### config.mk
export PLATFORM = sky130hd
export DESIGN_NAME = sc_phase_generator
export DESIGN_NICKNAME = d
export VERILOG_FILES = /design/src/rtl/sc_pkg.sv /design/src/rtl/sc_phase_counter.sv /design/src/rtl/sc_phase_generator.sv
export SDC_FILE = /design/constraint.sdc
export NUM_CORES = 1
export LEC_CHECK = 0
export ABC_AREA = 1
export CORE_MARGIN = 2
export CORE_UTILIZATION = 55
export DETAILED_ROUTE_END_ITERATION = 10
export PLACE_DENSITY = 0.8
export SKIP_CTS_REPAIR_TIMING = 1
export SLEW_MARGIN = 10
export SYNTH_ARGS = -nofsm -noshare
export SYNTH_HDL_FRONTEND = slang
export SYNTH_SLANG_ARGS = --single-unit
export TNS_END_PERCENT = 5
### constraint.sdc
create_clock -name clk -period 1.64 [get_ports clk]
set_input_delay 0.164 -clock clk [delete_from_list [all_inputs] [get_ports clk]]
set_output_delay 0.164 -clock clk [all_outputs]
set_load 0.05 [all_outputs]
### src/rtl/sc_pkg.sv
// Shared definitions for the switched-capacitor two-phase clock generator.
//   phase_state_t : FSM states of sc_phase_generator
//   PH_LEN_DEF    : default phase length (clk cycles) for integrators/benches
//   DEAD_LEN_DEF  : default non-overlap gap (clk cycles)
package sc_pkg;

  typedef enum logic [2:0] {
    IDLE   = 3'd0,
    PHI1   = 3'd1,
    DEAD12 = 3'd2,
    PHI2   = 3'd3,
    DEAD21 = 3'd4
  } phase_state_t;

  localparam int PH_LEN_DEF   = 4;
  localparam int DEAD_LEN_DEF = 1;

endpackage

### src/rtl/sc_phase_counter.sv
// Loadable down-counter shared by all timed phases of sc_phase_generator.
//   clk, rst_n : clock, synchronous active-low reset (clears count)
//   load       : load load_val this cycle (has priority over counting)
//   load_val   : value loaded (effective length minus one)
//   count      : current count
//   zero       : count == 0; the counter holds at zero rather than wrapping
module sc_phase_counter #(
  parameter int CNT_W = 8
) (
  input  logic             clk,
  input  logic             rst_n,
  input  logic             load,
  input  logic [CNT_W-1:0] load_val,
  output logic [CNT_W-1:0] count,
  output logic             zero
);

  assign zero = (count == '0);

  // NOTE: state is updated with non-blocking assignments so every flop samples
  // pre-edge values regardless of the order the simulator evaluates blocks.
  always_ff @(posedge clk) begin
    if (!rst_n) begin
      count <= '0;
    end else if (load) begin
      count <= load_val;
    end else if (!zero) begin
      count <= count - CNT_W'(1);
    end
  end

endmodule

### src/rtl/sc_phase_generator.sv
// Non-overlapping two-phase clock generator for switched-capacitor filters.
// Sequence: PHI1 -> DEAD12 -> PHI2 -> DEAD21, repeated while enable is high
// at each sequence boundary. Zero lengths count as one cycle.
//   clk, rst_n  : clock, synchronous active-low reset
//   enable      : run request, sampled in IDLE and on the last DEAD21 cycle
//   ph1_len     : phi1 high time (clk cycles)
//   ph2_len     : phi2 high time (clk cycles)
//   dead_len    : gap after each phase (clk cycles)
//   phi1, phi2  : registered phase outputs, never high together
//   busy        : high in any non-IDLE state
//   cycle_done  : one-cycle pulse on the final DEAD21 cycle
module sc_phase_generator
  import sc_pkg::*;
#(
  parameter int CNT_W = 8
) (
  input  logic             clk,
  input  logic             rst_n,
  input  logic             enable,
  input  logic [CNT_W-1:0] ph1_len,
  input  logic [CNT_W-1:0] ph2_len,
  input  logic [CNT_W-1:0] dead_len,
  output logic             phi1,
  output logic             phi2,
  output logic             busy,
  output logic             cycle_done
);

  phase_state_t     state;
  logic [CNT_W-1:0] sh_ph2_len;
  logic [CNT_W-1:0] sh_dead_len;

  logic             cnt_load;
  logic [CNT_W-1:0] cnt_load_val;
  logic [CNT_W-1:0] cnt_count;
  logic             cnt_zero;

  // Counter reload for a configured length: max(len,1) - 1, never wraps.
  function automatic logic [CNT_W-1:0] reload_of(input logic [CNT_W-1:0] len);
    return (len == '0) ? '0 : len - CNT_W'(1);
  endfunction

  // Entry into PHI1 loads from the live ph1_len because the shadow copy is
  // only captured on that same edge; later phases use the shadows.
  // NOTE: defaults at the top of always_comb keep every path assigned, so no
  // latch is inferred.
  always_comb begin
    cnt_load     = 1'b0;
    cnt_load_val = '0;
    unique case (state)
      IDLE: begin
        cnt_load     = enable;
        cnt_load_val = reload_of(ph1_len);
      end
      PHI1: begin
        cnt_load     = cnt_zero;
        cnt_load_val = reload_of(sh_dead_len);
      end
      DEAD12: begin
        cnt_load     = cnt_zero;
        cnt_load_val = reload_of(sh_ph2_len);
      end
      PHI2: begin
        cnt_load     = cnt_zero;
        cnt_load_val = reload_of(sh_dead_len);
      end
      DEAD21: begin
        cnt_load     = cnt_zero & enable;
        cnt_load_val = reload_of(ph1_len);
      end
      default: begin
        cnt_load     = 1'b0;
        cnt_load_val = '0;
      end
    endcase
  end

  sc_phase_counter #(.CNT_W(CNT_W)) u_counter (
    .clk      (clk),
    .rst_n    (rst_n),
    .load     (cnt_load),
    .load_val (cnt_load_val),
    .count    (cnt_count),
    .zero     (cnt_zero)
  );

  // Outputs are registered and set on the edge that enters each state, so
  // they line up exactly with the state they describe. cycle_done is raised
  // on the edge that enters the final DEAD21 cycle.
  always_ff @(posedge clk) begin
    if (!rst_n) begin
      state       <= IDLE;
      sh_ph2_len  <= CNT_W'(1);
      sh_dead_len <= CNT_W'(1);
      phi1        <= 1'b0;
      phi2        <= 1'b0;
      busy        <= 1'b0;
      cycle_done  <= 1'b0;
    end else begin
      unique case (state)
        IDLE: begin
          if (enable) begin
            state       <= PHI1;
            sh_ph2_len  <= ph2_len;
            sh_dead_len <= dead_len;
            phi1        <= 1'b1;
            busy        <= 1'b1;
          end
        end
        PHI1: begin
          if (cnt_zero) begin
            state <= DEAD12;
            phi1  <= 1'b0;
          end
        end
        DEAD12: begin
          if (cnt_zero) begin
            state <= PHI2;
            phi2  <= 1'b1;
          end
        end
        PHI2: begin
          if (cnt_zero) begin
            state      <= DEAD21;
            phi2       <= 1'b0;
            cycle_done <= (reload_of(sh_dead_len) == '0);
          end
        end
        DEAD21: begin
          if (cnt_zero) begin
            cycle_done <= 1'b0;
            if (enable) begin
              state       <= PHI1;
              sh_ph2_len  <= ph2_len;
              sh_dead_len <= dead_len;
              phi1        <= 1'b1;
            end else begin
              state <= IDLE;
              busy  <= 1'b0;
            end
          end else begin
            cycle_done <= (cnt_count == CNT_W'(1));
          end
        end
        default: begin
          state <= IDLE;
          phi1  <= 1'b0;
          phi2  <= 1'b0;
          busy  <= 1'b0;
        end
      endcase
    end
  end

endmodule
==> results of run 1 <==
==> final cells by class <==
type / instances / area [um^2] / share of cell area, %
Multi-Input combinational cell: 253 / 1350 / 49.7
Sequential cell: 31 / 622 / 22.9
Clock inverter: 1 / 5.00 / 0.185
Tap cell: 48 / 60.1 / 2.22
Clock buffer: 7 / 76.3 / 2.81
Timing Repair Buffer: 48 / 425 / 15.7
Inverter: 45 / 176 / 6.51
==> synthesized netlist by cell type (all sizes together) <==
| master | n | area, um^2 |
|---|---|---|
| a21oi | 26 | 134 |
| a22oi | 1 | 7.51 |
| buf | 5 | 42.5 |
| clkbuf | 1 | 5.00 |
| clkinv | 1 | 3.75 |
| dfxtp | 31 | 621 |
| ha | 9 | 113 |
| inv | 44 | 168 |
| nand2 | 69 | 274 |
| nand3 | 37 | 190 |
| nand3b | 2 | 15.0 |
| nand4 | 7 | 43.8 |
| nor2 | 49 | 216 |
| nor3 | 1 | 5.00 |
| o21ai | 35 | 194 |
| o21bai | 1 | 7.51 |
| o221ai | 1 | 8.76 |
| o31ai | 3 | 22.5 |
| or2 | 1 | 6.26 |
| xnor2 | 2 | 17.5 |
| xor2 | 8 | 70.1 |
==> worst max-delay path: cells and delay by family, from the launching register on <==
| family | cells | cell delay [ns] |
|---|---|---|
| buf+inv | 2 | 0.22 |
| simple gates | 3 | 0.46 |
| flops | 1 | 0.34 |
| compound gates | 3 | 0.39 |
==> metal layers <==
| layer | track usage [%] | share of wire [%] |
|---|---|---|
| met1 | 33.4 | 47 |
| met2 | 44.1 | 46 |
| met3 | 5.57 | 5.2 |
| met4 | 7.91 | 1.3 |
| met5 | 0 | 0 |
==> metrics by stage <==
stage	instances	TNS [ns]
2_1_floorplan	334	0
3_3_place_gp	424	-0.102
3_5_place_dp	424	-0.155
4_1_cts	432	0
5_1_grt	433	-0.0792
6_report	433	0
==> cells in the final DEF, fill, tap and decap left out, types with 7 or more instances in the layout <==
| cell type | count |
|---|---|
| nand3_1 | 36 |
| a21oi_1 | 24 |
| nand4_1 | 7 |
| clkdlybuf4s50_1 | 26 |
| buf_4 | 22 |
| xor2_1 | 8 |
| o21ai_1 | 9 |
| dfxtp_1 | 30 |
| o21ai_0 | 22 |
| nor2_1 | 41 |
| nand2_1 | 63 |
| inv_1 | 39 |
| ha_1 | 9 |
==> report_power, final <==
part | internal [mW] | switching [mW] | total, mW
clock | 0.297 | 0.290 | 0.587
combinational | 1.05 | 1.72 | 2.78
sequential | 1.01 | 0.178 | 1.18
==> state kept, by name, indices dropped and copies added, names as in the netlist <==
signal           cells
sh_ph2_len           8
sh_dead_len          8
cycle_done           1
phi1                 1
phi2                 1
state                3
busy                 1
u_counter.count      8
==> path summary, 6_finish.rpt <==
check        cells past startpoint  slack [ns]            end               start
min                              3        0.48  sh_ph2_len[2]          ph2_len[2]
max reg2reg                      8        0.09  sh_ph2_len[5]  u_counter.count[4]
max                              8        0.09  sh_ph2_len[5]  u_counter.count[4]
min reg2reg                      2        0.48           busy                busy
==> logic make-up after synthesis <==
family                     count (synthesis)
and+or+nand+nor                          166
AOI/OAI and AO/OA                         67
buffers and inverters                     51
DFF                                       31
xor gates and xnor gates                  10
adders and majority gates                  9
==> impl_results.html, run 1 <==
<table>
<tr><th>Metric</th><th>Value</th></tr>
<tr><th colspan="2">Critical path</th></tr>
<tr><td>Required time of the worst setup path</td><td>approximately 1.8 ns</td></tr>
<tr><td>Critical path's largest stage delay</td><td>between 0.3 and 0.4 ns</td></tr>
<tr><td>Signal arrival time at the worst endpoint</td><td>between 1.5 and 2 ns</td></tr>
<tr><td>Setup Crit Path Kind</td><td>flop to flop</td></tr>
<tr><td>Cell-by-cell trace of the critical path</td><td>nor2_2 &gt; nand2_2 &gt; nor2_4 &gt; inv_2 &gt; o21ai_4 &gt; inv_6 &gt; o21ai_0 &gt; a21oi_1</td></tr>
<tr><td>Category of the worst setup path capture point</td><td>flop</td></tr>
<tr><td>Maximum fanout along the worst path</td><td>28</td></tr>
<tr><td>Worst-path cell with the longest stage delay</td><td>dfxtp_1</td></tr>
<tr><td>Startpoint types</td><td>flop</td></tr>
<tr><th colspan="2">STA</th></tr>
<tr><td>Setup repair after global routing missed its margin</td><td>yes</td></tr>
<tr><td>Hold slack</td><td>0.476 ns</td></tr>
<tr><td>Relative slew slack</td><td>about four fifths</td></tr>
<tr><td>Final Hold Fails</td><td>0</td></tr>
<tr><td>Worst clock skew</td><td>around 0.0068 ns</td></tr>
<tr><td>Finish-stage setup viols</td><td>0</td></tr>
<tr><td>Time the final worst path needs with I/O delays and setup</td><td>about 1.5 ns</td></tr>
<tr><td>FMAX</td><td>~0.65 GHz</td></tr>
<tr><td>Post-route fraction of the period consumed by the critical path</td><td>a little over nine tenths</td></tr>
<tr><td>Pin slew with the least headroom to its limit</td><td>roughly 0.3 ns</td></tr>
<tr><td>Final Max Slew Viols</td><td>0</td></tr>
<tr><td>Smallest setup slack after layout</td><td>0.0926 ns</td></tr>
<tr><th colspan="2">Clock tree</th></tr>
<tr><td>Clock sinks</td><td>31</td></tr>
<tr><td>Clock slew at reported path FFs</td><td>roughly 0.07 ns</td></tr>
<tr><td>Cell at the root of the clock tree</td><td>clkbuf_8</td></tr>
<tr><td>Number of CTS-inserted buffers</td><td>5</td></tr>
<tr><td>Clock Tree Buf Depth</td><td>2</td></tr>
<tr><td>Clock insertion delay at the later pin of the skew report</td><td>~0.29 ns</td></tr>
<tr><td>Maximum level of the CTS H-tree</td><td>2</td></tr>
<tr><td>CTS tree</td><td>done</td></tr>
<tr><th colspan="2">Floorplan</th></tr>
<tr><td>DIE WIDTH</td><td>about 67 um</td></tr>
<tr><td>Die area</td><td>0.00445 mm^2</td></tr>
<tr><td>Number of rows created at floorplan</td><td>22</td></tr>
<tr><td>Die extent in y</td><td>~67 um</td></tr>
<tr><td>Effective utilization at floorplan</td><td>around 58%</td></tr>
<tr><td>Std-Cell Core Area</td><td>around 0.0037 mm^2</td></tr>
<tr><td>Number of ports placed on the die boundary</td><td>31</td></tr>
<tr><th colspan="2">Min path</th></tr>
<tr><td>Class of the worst hold path</td><td>primary input to flop</td></tr>
<tr><th colspan="2">Placed design</th></tr>
<tr><td>Number of I/O port buffers</td><td>30</td></tr>
<tr><td>Worst setup timing slack at the placement stage</td><td>-0.0513 ns</td></tr>
<tr><td>Final estimated routing congestion in global placement</td><td>0.904</td></tr>
<tr><td>Placed cell area</td><td>around 0.0026 mm^2</td></tr>
<tr><td>Half-perimeter wire length after placement</td><td>between 4 and 5 mm</td></tr>
<tr><th colspan="2">Synthesis</th></tr>
<tr><td>Synthesized-area fraction occupied by ao, oa, aoi and oai cells</td><td>around 17%</td></tr>
<tr><td>Multiplexer area fraction after synthesis</td><td>0%</td></tr>
<tr><td>Dominant combinational cell family by area after synthesis</td><td>simple AND/OR/NAND/NOR gates</td></tr>
<tr><td>Synth Instances</td><td>between 300 and 400</td></tr>
<tr><td>Simple-gate share of the synthesized area</td><td>between 30% and 40%</td></tr>
<tr><td>Post-synthesis register bit count</td><td>31</td></tr>
<tr><td>Average cell area after synthesis</td><td>around 6.5 um^2</td></tr>
<tr><td>Netlist area before placement</td><td>approximately 0.0022 mm^2</td></tr>
<tr><td>Syn_nets</td><td>370</td></tr>
<tr><td>Share of synthesized cell area in full adder, half adder and majority cells</td><td>under 10%</td></tr>
<tr><td>Yosys cell types</td><td>33</td></tr>
<tr><td>Synthesized-area fraction occupied by xor and xnor cells</td><td>under 10%</td></tr>
<tr><td>Proportion of synthesized chip area in sequential cells</td><td>between 20% and 30%</td></tr>
<tr><td>Number of warnings printed during yosys synthesis</td><td>0</td></tr>
<tr><th colspan="2">Layout</th></tr>
<tr><td>Antenna diodes</td><td>0</td></tr>
<tr><td>Layout-stage area growth over the synthesis result</td><td>25.3%</td></tr>
<tr><td>Final cell utilization of the core</td><td>around 73%</td></tr>
<tr><td>Post-layout nets</td><td>420</td></tr>
<tr><td>Fraction of final layout cells with drive strength greater than 1</td><td>between 10 and 15%</td></tr>
<tr><td>Area of all placed cells without fillers</td><td>between 0.002 and 0.003 mm^2</td></tr>
<tr><td>Filler instances</td><td>between 300 and 400</td></tr>
<tr><th colspan="2">Route</th></tr>
<tr><td># DRC</td><td>0</td></tr>
<tr><td>Count of routing violations after the opening detailed-route iteration</td><td>approximately 160</td></tr>
<tr><td>Count of antenna-violating nets left after detailed routing</td><td>0</td></tr>
<tr><td>Vias after detailed routing</td><td>2262</td></tr>
<tr><td>Average via count per standard cell</td><td>5.22</td></tr>
<tr><td>Average wire per cell in the routed design</td><td>12.0 um</td></tr>
<tr><td>1st-pass router iterations</td><td>5</td></tr>
<tr><td>Total wire length</td><td>approximately 5.2 mm</td></tr>
<tr><th colspan="2">Global route</th></tr>
<tr><td>Sum of overflow across all layers after global routing</td><td>0</td></tr>
<tr><td>First-pass GRT wire length</td><td>~9 mm</td></tr>
<tr><td>Antenna violations before repair</td><td>0</td></tr>
<tr><td>Aggregate global-route resource usage</td><td>26.2%</td></tr>
<tr><td>Number of global-route vias before repair</td><td>around 2k</td></tr>
<tr><td>Pin count of the biggest net entering global routing</td><td>29</td></tr>
<tr><th colspan="2">Pwr</th></tr>
<tr><td>Static leakage</td><td>~1.2 nW</td></tr>
<tr><td>Highest ir drop seen on vdd</td><td>about 0.94 mV</td></tr>
<tr><td>Power per unit of standard cell area</td><td>1680 mW/mm^2</td></tr>
<tr><td>Total power of the final layout</td><td>approximately 4.5 mW</td></tr>
<tr><th colspan="2">Run status</th></tr>
<tr><td>Run status</td><td>finished, final reports clean</td></tr>
<tr><th colspan="2">Job</th></tr>
<tr><td>Max-cap violation count</td><td>0</td></tr>
</table>
Power figures use the tool's default switching activity.
==> inputs of run 2 (changes only) <==
--- a/config.mk
+++ b/config.mk
@@ -7,9 +7,9 @@
 export LEC_CHECK = 0
 export ABC_AREA = 1
 export CORE_MARGIN = 2
-export CORE_UTILIZATION = 55
+export CORE_UTILIZATION = 45
 export DETAILED_ROUTE_END_ITERATION = 10
-export PLACE_DENSITY = 0.8
+export PLACE_DENSITY = 0.68
 export SKIP_CTS_REPAIR_TIMING = 1
 export SLEW_MARGIN = 10
 export SYNTH_ARGS = -nofsm -noshare
==> run 2 against run 1 <==
  * Utilization down 14 points
  * Clock power rose by 13%
  * Critical path depth unchanged
  * Cell count increased by 1.8%
  * Worst hold slack got worse by 0.0039 ns
  * Sequential share of layout area fell by 0.39 points
  * Final area is 1.5% higher
  * Via count down 1.8%
==> impl_results.html, run 2 (synthesized netlist as in run 1, its figures left out) <==
<table>
<tr><th>Metric</th><th>Value</th></tr>
<tr><th colspan="2">Min path</th></tr>
<tr><td>Hold wc startpoint</td><td>phi1</td></tr>
<tr><td>Class of the worst hold path</td><td>flop to flop</td></tr>
<tr><th colspan="2">STA</th></tr>
<tr><td>Finish-stage setup viols</td><td>0 (unchanged)</td></tr>
<tr><td>Time the final worst path needs with I/O delays and setup</td><td>1.54 ns (-0.0105 ns)</td></tr>
<tr><td>Pin slew with the least headroom to its limit</td><td>0.269 ns (-0.0359 ns)</td></tr>
<tr><td>Final Max Slew Viols</td><td>0 (unchanged)</td></tr>
<tr><td>Final Hold Fails</td><td>0 (unchanged)</td></tr>
<tr><td>Post-route fraction of the period consumed by the critical path</td><td>93.7% (-0.64 points)</td></tr>
<tr><td>Worst clock skew</td><td>0.00475 ns (-0.00204 ns)</td></tr>
<tr><td>FMAX</td><td>0.651 GHz (+0.68%)</td></tr>
<tr><td>Setup repair after global routing missed its margin</td><td>yes</td></tr>
<tr><td>Relative slew slack</td><td>82.0% (+2.4 points)</td></tr>
<tr><th colspan="2">Clock tree</th></tr>
<tr><td>CTS tree</td><td>done</td></tr>
<tr><td>Maximum level of the CTS H-tree</td><td>2 (unchanged)</td></tr>
<tr><td>Clock insertion delay at the later pin of the skew report</td><td>0.28 ns (about the same)</td></tr>
<tr><td>Clock Tree Buf Depth</td><td>2 (unchanged)</td></tr>
<tr><td>Clock sinks</td><td>31 (unchanged)</td></tr>
<tr><td>Cell at the root of the clock tree</td><td>clkbuf_8</td></tr>
<tr><td>Clock slew at reported path FFs</td><td>0.06 ns (about the same)</td></tr>
<tr><td>Number of CTS-inserted buffers</td><td>5 (unchanged)</td></tr>
<tr><th colspan="2">Critical path</th></tr>
<tr><td>Category of the worst setup path capture point</td><td>flop</td></tr>
<tr><td>Maximum fanout along the worst path</td><td>28 (unchanged)</td></tr>
<tr><td>Setup Crit Path Kind</td><td>flop to flop</td></tr>
<tr><td>Cell-by-cell trace of the critical path</td><td>nor2_2 &gt; nand2_2 &gt; nor2_4 &gt; inv_2 &gt; o21ai_4 &gt; inv_6 &gt; o21ai_0 &gt; a21oi_1</td></tr>
<tr><td>Top delay family on crit path</td><td>simple AND/OR/NAND/NOR gates</td></tr>
<tr><td>Worst-path cell with the longest stage delay</td><td>dfxtp_1</td></tr>
<tr><td>Required time of the worst setup path</td><td>1.81 ns (about the same)</td></tr>
<tr><td>Timing startpoint of the critical path</td><td>u_counter.count[4]</td></tr>
<tr><td>Worst path bufs/invs</td><td>2 (unchanged)</td></tr>
<tr><td>Critical path's largest stage delay</td><td>0.34 ns (about the same)</td></tr>
<tr><td>Startpoint types</td><td>flop</td></tr>
<tr><td>Start of the worst register-to-register path</td><td>u_counter.count[4]</td></tr>
<tr><td>Signal arrival time at the worst endpoint</td><td>1.71 ns (about the same)</td></tr>
<tr><th colspan="2">Route</th></tr>
<tr><td>Average via count per standard cell</td><td>5.04 (-3.6%)</td></tr>
<tr><td>1st-pass router iterations</td><td>4 (-1)</td></tr>
<tr><td>Total wire length</td><td>5.03 mm (-3.0%)</td></tr>
<tr><td>Vias after detailed routing</td><td>2221 (-1.8%)</td></tr>
<tr><td>Average wire per cell in the routed design</td><td>11.4 um (-4.8%)</td></tr>
<tr><td>Count of antenna-violating nets left after detailed routing</td><td>0 (unchanged)</td></tr>
<tr><td>Count of routing violations after the opening detailed-route iteration</td><td>103 (-36%)</td></tr>
<tr><td># DRC</td><td>0 (unchanged)</td></tr>
<tr><th colspan="2">Pwr</th></tr>
<tr><td>Total power of the final layout</td><td>4.60 mW (+1.1%)</td></tr>
<tr><td>Power per unit of standard cell area</td><td>1670 mW/mm^2 (-0.37%)</td></tr>
<tr><td>Static leakage</td><td>1.25 nW (+1.8%)</td></tr>
<tr><td>Highest ir drop seen on vdd</td><td>0.774 mV (-17%)</td></tr>
<tr><th colspan="2">Floorplan</th></tr>
<tr><td>Effective utilization at floorplan</td><td>46.1% (-12 points)</td></tr>
<tr><td>Number of ports placed on the die boundary</td><td>31 (unchanged)</td></tr>
<tr><td>Die area</td><td>0.00538 mm^2 (+21%)</td></tr>
<tr><td>Std-Cell Core Area</td><td>0.00469 mm^2 (+26%)</td></tr>
<tr><td>Number of rows created at floorplan</td><td>25 (+14%)</td></tr>
<tr><td>DIE WIDTH</td><td>73.4 um (+9.9%)</td></tr>
<tr><td>Die extent in y</td><td>73.4 um (+9.9%)</td></tr>
<tr><th colspan="2">Run status</th></tr>
<tr><td>Run status</td><td>finished, final reports clean</td></tr>
<tr><th colspan="2">Placed design</th></tr>
<tr><td>Placed cell area</td><td>0.00263 mm^2 (+0.87%)</td></tr>
<tr><td>Number of I/O port buffers</td><td>30 (unchanged)</td></tr>
<tr><td>Final estimated routing congestion in global placement</td><td>0.936 (+3.5%)</td></tr>
<tr><td>Half-perimeter wire length after placement</td><td>4.05 mm (+0.12%)</td></tr>
<tr><th colspan="2">Layout</th></tr>
<tr><td>Most frequent cells in the layout</td><td>nand2_1 (62), nor2_1 (41), inv_1 (39)</td></tr>
<tr><td>Post-layout nets</td><td>422 (+0.48%)</td></tr>
<tr><td>Fraction of final layout cells with drive strength greater than 1</td><td>14.7% (+0.18 points)</td></tr>
<tr><td>Commonest non-fill, non-tap cell in the layout</td><td>nand2_1</td></tr>
<tr><td>Area of all placed cells without fillers</td><td>0.00275 mm^2 (+1.5%)</td></tr>
<tr><td>Final cell utilization of the core</td><td>58.7% (-14 points)</td></tr>
<tr><td>Layout-stage area growth over the synthesis result</td><td>27.2%</td></tr>
<tr><td>Registers with the most flip-flops</td><td>sh_dead_len x8, sh_ph2_len x8, u_counter.count x8</td></tr>
<tr><td>Filler instances</td><td>452 (+35%)</td></tr>
<tr><td>Antenna diodes</td><td>0 (unchanged)</td></tr>
<tr><th colspan="2">Global route</th></tr>
<tr><td>Pin count of the biggest net entering global routing</td><td>29 (unchanged)</td></tr>
<tr><td>Number of global-route vias before repair</td><td>1981 (-2.9%)</td></tr>
<tr><td>First-pass GRT wire length</td><td>8.43 mm (-4.8%)</td></tr>
<tr><td>Antenna violations before repair</td><td>0 (unchanged)</td></tr>
<tr><td>Sum of overflow across all layers after global routing</td><td>0 (unchanged)</td></tr>
<tr><td>Aggregate global-route resource usage</td><td>20.1% (-6.1 points)</td></tr>
<tr><th colspan="2">Job</th></tr>
<tr><td>Max-cap violation count</td><td>0 (unchanged)</td></tr>
</table>
==> run 2: power breakdown <==
group	switching, mW	total (mW)	internal [mW]
logic	1.69	2.76	1.07
registers	0.174	1.18	1.00
clock network	0.281	0.664	0.383
total	2.15	4.60	2.45
==> run 2: final timing paths <==
kind	to	slack, ns	depth (start not counted)
max	sh_ph2_len[5]	0.10	8
min	phi1	0.47	2
max reg2reg	sh_ph2_len[5]	0.10	8
min reg2reg	phi1	0.47	2
==> run 2: tightest hold or removal path: cells and delay by family (launching register included) <==
family | cells | cell delay, ns
DFF | 1 | 0.32
and+or+nand+nor | 2 | 0.12
==> run 2: metal layers <==
metal  vias to the layer above  wire length (um)  GRT usage [%]
met5                         -                 0              0
met4                         0                63           6.46
met3                         6               208           4.53
met2                        52              2190           31.7
met1                       962              2560           27.3
li1                       1201                 -              -
==> run 2: area by class of cell <==
cell class | instances | area (um^2) | share of cell area, %
flip-flops and latches | 31 | 621 | 22.5
repair buffers | 51 | 448 | 16.3
multi-input cells | 252 | 1340 | 48.7
well taps | 54 | 67.6 | 2.45
inverters | 45 | 176 | 6.41
clock buffers | 8 | 100 | 3.64
==> run 2: per-stage QoR <==
step | hold WS, ns | setup TNS, ns | setup WS (ns) | instances
2_1_floorplan | 0.290 | 0 | 0.157 | 334
3_3_place_gp | 0.458 | -0.0913 | -0.0604 | 432
3_5_place_dp | 0.464 | -0.104 | -0.0567 | 432
4_1_cts | 0.473 | 0 | 0.0533 | 440
5_1_grt | 0.495 | -0.0590 | -0.0200 | 441
6_report | 0.472 | 0 | 0.103 | 441
==> inputs of run 3 (changes only) <==
--- a/config.mk
+++ b/config.mk
@@ -10,6 +10,7 @@
 export CORE_UTILIZATION = 45
 export DETAILED_ROUTE_END_ITERATION = 10
 export PLACE_DENSITY = 0.68
+export RECOVER_POWER = 25
 export SKIP_CTS_REPAIR_TIMING = 1
 export SLEW_MARGIN = 10
 export SYNTH_ARGS = -nofsm -noshare
==> run 3 against run 2 <==
  * Setup slack worse by 0.0028 ns
  * Final area shrank 0.55%
  * Worst hold slack worse by 0.0031 ns
  * Utilization decreased by 0.32 points
==> impl_results.html, run 3 (synthesized netlist as in run 1, its figures left out) <==
<table>
<tr><th>Metric</th><th>Value</th></tr>
<tr><th colspan="2">Placed design</th></tr>
<tr><td>Half-perimeter wire length after placement</td><td>4.05 mm (unchanged)</td></tr>
<tr><td>Final estimated routing congestion in global placement</td><td>0.936 (unchanged)</td></tr>
<tr><td>Number of I/O port buffers</td><td>30 (unchanged)</td></tr>
<tr><th colspan="2">Layout</th></tr>
<tr><td>Fraction of final layout cells with drive strength greater than 1</td><td>13.7% (-1.0 points)</td></tr>
<tr><td>Layout-stage area growth over the synthesis result</td><td>26.5%</td></tr>
<tr><td>Antenna diodes</td><td>0 (unchanged)</td></tr>
<tr><td>Registers with the most flip-flops</td><td>sh_dead_len x8, sh_ph2_len x8, u_counter.count x8</td></tr>
<tr><td>Commonest non-fill, non-tap cell in the layout</td><td>nand2_1</td></tr>
<tr><td>Post-layout nets</td><td>422 (unchanged)</td></tr>
<tr><td>Most frequent cells in the layout</td><td>nand2_1 (62), nor2_1 (41), inv_1 (39)</td></tr>
<tr><th colspan="2">STA</th></tr>
<tr><td>Pin slew with the least headroom to its limit</td><td>0.598 ns (+0.328 ns)</td></tr>
<tr><td>Post-route fraction of the period consumed by the critical path</td><td>93.9% (+0.17 points)</td></tr>
<tr><td>FMAX</td><td>0.649 GHz (-0.18%)</td></tr>
<tr><td>Setup repair after global routing missed its margin</td><td>yes</td></tr>
<tr><td>Time the final worst path needs with I/O delays and setup</td><td>1.54 ns (+0.00277 ns)</td></tr>
<tr><td>Worst clock skew</td><td>0.00486 ns (+0.000104 ns)</td></tr>
<tr><td>Final Max Slew Viols</td><td>0 (unchanged)</td></tr>
<tr><td>Finish-stage setup viols</td><td>0 (unchanged)</td></tr>
<tr><td>Final Hold Fails</td><td>0 (unchanged)</td></tr>
<tr><td>Hold slack</td><td>0.469 ns (-0.00308 ns)</td></tr>
<tr><td>Relative slew slack</td><td>60.3% (-22 points)</td></tr>
<tr><th colspan="2">Clock tree</th></tr>
<tr><td>Clock sinks</td><td>31 (unchanged)</td></tr>
<tr><td>Maximum level of the CTS H-tree</td><td>2 (unchanged)</td></tr>
<tr><td>Clock Tree Buf Depth</td><td>2 (unchanged)</td></tr>
<tr><td>Cell at the root of the clock tree</td><td>clkbuf_8</td></tr>
<tr><td>Clock slew at reported path FFs</td><td>0.06 ns (about the same)</td></tr>
<tr><td>Number of CTS-inserted buffers</td><td>5 (unchanged)</td></tr>
<tr><td>CTS tree</td><td>done</td></tr>
<tr><td>Clock insertion delay at the later pin of the skew report</td><td>0.28 ns (about the same)</td></tr>
<tr><th colspan="2">Global route</th></tr>
<tr><td>Pin count of the biggest net entering global routing</td><td>29 (unchanged)</td></tr>
<tr><td>Aggregate global-route resource usage</td><td>20.1% (unchanged)</td></tr>
<tr><td>First-pass GRT wire length</td><td>8.43 mm (unchanged)</td></tr>
<tr><td>Sum of overflow across all layers after global routing</td><td>0 (unchanged)</td></tr>
<tr><td>Number of global-route vias before repair</td><td>1981 (unchanged)</td></tr>
<tr><td>Antenna violations before repair</td><td>0 (unchanged)</td></tr>
<tr><th colspan="2">Route</th></tr>
<tr><td>Vias after detailed routing</td><td>2221 (unchanged)</td></tr>
<tr><td>Count of antenna-violating nets left after detailed routing</td><td>0 (unchanged)</td></tr>
<tr><td>Average via count per standard cell</td><td>5.04 (unchanged)</td></tr>
<tr><td># DRC</td><td>0 (unchanged)</td></tr>
<tr><td>Average wire per cell in the routed design</td><td>11.4 um (about the same)</td></tr>
<tr><td>Total wire length</td><td>5.03 mm (about the same)</td></tr>
<tr><td>Count of routing violations after the opening detailed-route iteration</td><td>103 (unchanged)</td></tr>
<tr><td>1st-pass router iterations</td><td>4 (unchanged)</td></tr>
<tr><th colspan="2">Pwr</th></tr>
<tr><td>Static leakage</td><td>1.23 nW (-1.3%)</td></tr>
<tr><td>Proportion of power drawn by flip-flops and latches</td><td>25.7% (about the same)</td></tr>
<tr><td>Highest ir drop seen on vdd</td><td>0.774 mV (about the same)</td></tr>
<tr><td>Total power of the final layout</td><td>4.58 mW (-0.43%)</td></tr>
<tr><td>Proportion of power drawn by the clock network</td><td>14.5% (about the same)</td></tr>
<tr><td>Power per unit of standard cell area</td><td>1670 mW/mm^2 (+0.12%)</td></tr>
<tr><td>Combinational Power Share</td><td>59.8% (-0.2 points)</td></tr>
<tr><td>Net switching power of the design</td><td>2.15 mW (about the same)</td></tr>
<tr><td>Sw frac</td><td>46.9% (+0.22 points)</td></tr>
<tr><td>Int Power</td><td>2.43 mW (-0.84%)</td></tr>
<tr><th colspan="2">Critical path</th></tr>
<tr><td>Signal arrival time at the worst endpoint</td><td>1.71 ns (about the same)</td></tr>
<tr><td>Required time of the worst setup path</td><td>1.81 ns (about the same)</td></tr>
<tr><td>Setup Crit Path Kind</td><td>flop to flop</td></tr>
<tr><td>Startpoint types</td><td>flop</td></tr>
<tr><td>Maximum fanout along the worst path</td><td>28 (unchanged)</td></tr>
<tr><td>Category of the worst setup path capture point</td><td>flop</td></tr>
<tr><th colspan="2">Floorplan</th></tr>
<tr><td>Die extent in y</td><td>73.4 um (unchanged)</td></tr>
<tr><td>Effective utilization at floorplan</td><td>46.1% (unchanged)</td></tr>
<tr><td>DIE WIDTH</td><td>73.4 um (unchanged)</td></tr>
<tr><td>Die area</td><td>0.00538 mm^2 (unchanged)</td></tr>
<tr><td>Std-Cell Core Area</td><td>0.00469 mm^2 (unchanged)</td></tr>
<tr><td>Number of ports placed on the die boundary</td><td>31 (unchanged)</td></tr>
<tr><td>Number of rows created at floorplan</td><td>25 (unchanged)</td></tr>
<tr><th colspan="2">Job</th></tr>
<tr><td>Max-cap violation count</td><td>0 (unchanged)</td></tr>
<tr><th colspan="2">Min path</th></tr>
<tr><td>Class of the worst hold path</td><td>flop to flop</td></tr>
<tr><th colspan="2">Run status</th></tr>
<tr><td>Run status</td><td>finished, final reports clean</td></tr>
</table>
run 3: power groups by stage:
stage / clock network [mW] / registers (mW) / logic, mW
floorplan: 0 / 1.24 / 1.93
global placement: 0 / 1.19 / 2.66
detailed placement: 0 / 1.19 / 2.67
CTS: 0.682 / 1.17 / 2.69
finish: 0.663 / 1.18 / 2.74
global route: 0.713 / 1.20 / 3.11
run 3: final cells by class:
cell class | instances | area, um^2
clock buffers | 8 | 100
fillers | 452 | 1950
inverters | 45 | 176
multi-input cells | 252 | 1340
flip-flops and latches | 31 | 621
well taps | 54 | 67.6
repair buffers | 51 | 433
run 3: through the flow:
stage	setup slack, ns	instance area, um^2	setup TNS (ns)	utilization, %	cells
2_1_floorplan	0.157	2160	0	-	334
3_3_place_gp	-0.0604	2630	-0.0913	55.9	432
3_5_place_dp	-0.0567	2630	-0.104	55.9	432
4_1_cts	0.0533	2730	0	58.1	440
5_1_grt	-0.0200	2740	-0.0590	58.3	441
6_report	0.100	2740	0	58.3	441
run 3: metal layers:
metal	GRT usage, %	vias to the layer above	routed length (um)
li1	-	1202	-
met1	27.3	963	2560
met2	31.7	50	2190
met3	4.53	6	218
met4	6.46	0	59
met5	0	-	0
run 3: final timing paths:
path / from / end / slack (ns) / cells past startpoint
worst min-delay path: busy / busy / 0.47 / 2
worst max register to register: u_counter.count[4] / sh_ph2_len[5] / 0.10 / 8
worst max-delay path: u_counter.count[4] / sh_ph2_len[5] / 0.10 / 8
worst min register to register: busy / busy / 0.47 / 2
run 3: critical path, cell delays in order (launching register included):
cell and delay [ns]:
dfxtp_1 0.34, nor2_2 0.18, nand2_2 0.09, nor2_4 0.18, inv_2 0.10, o21ai_4 0.18, inv_6 0.11, o21ai_0 0.17
a21oi_1 0.05
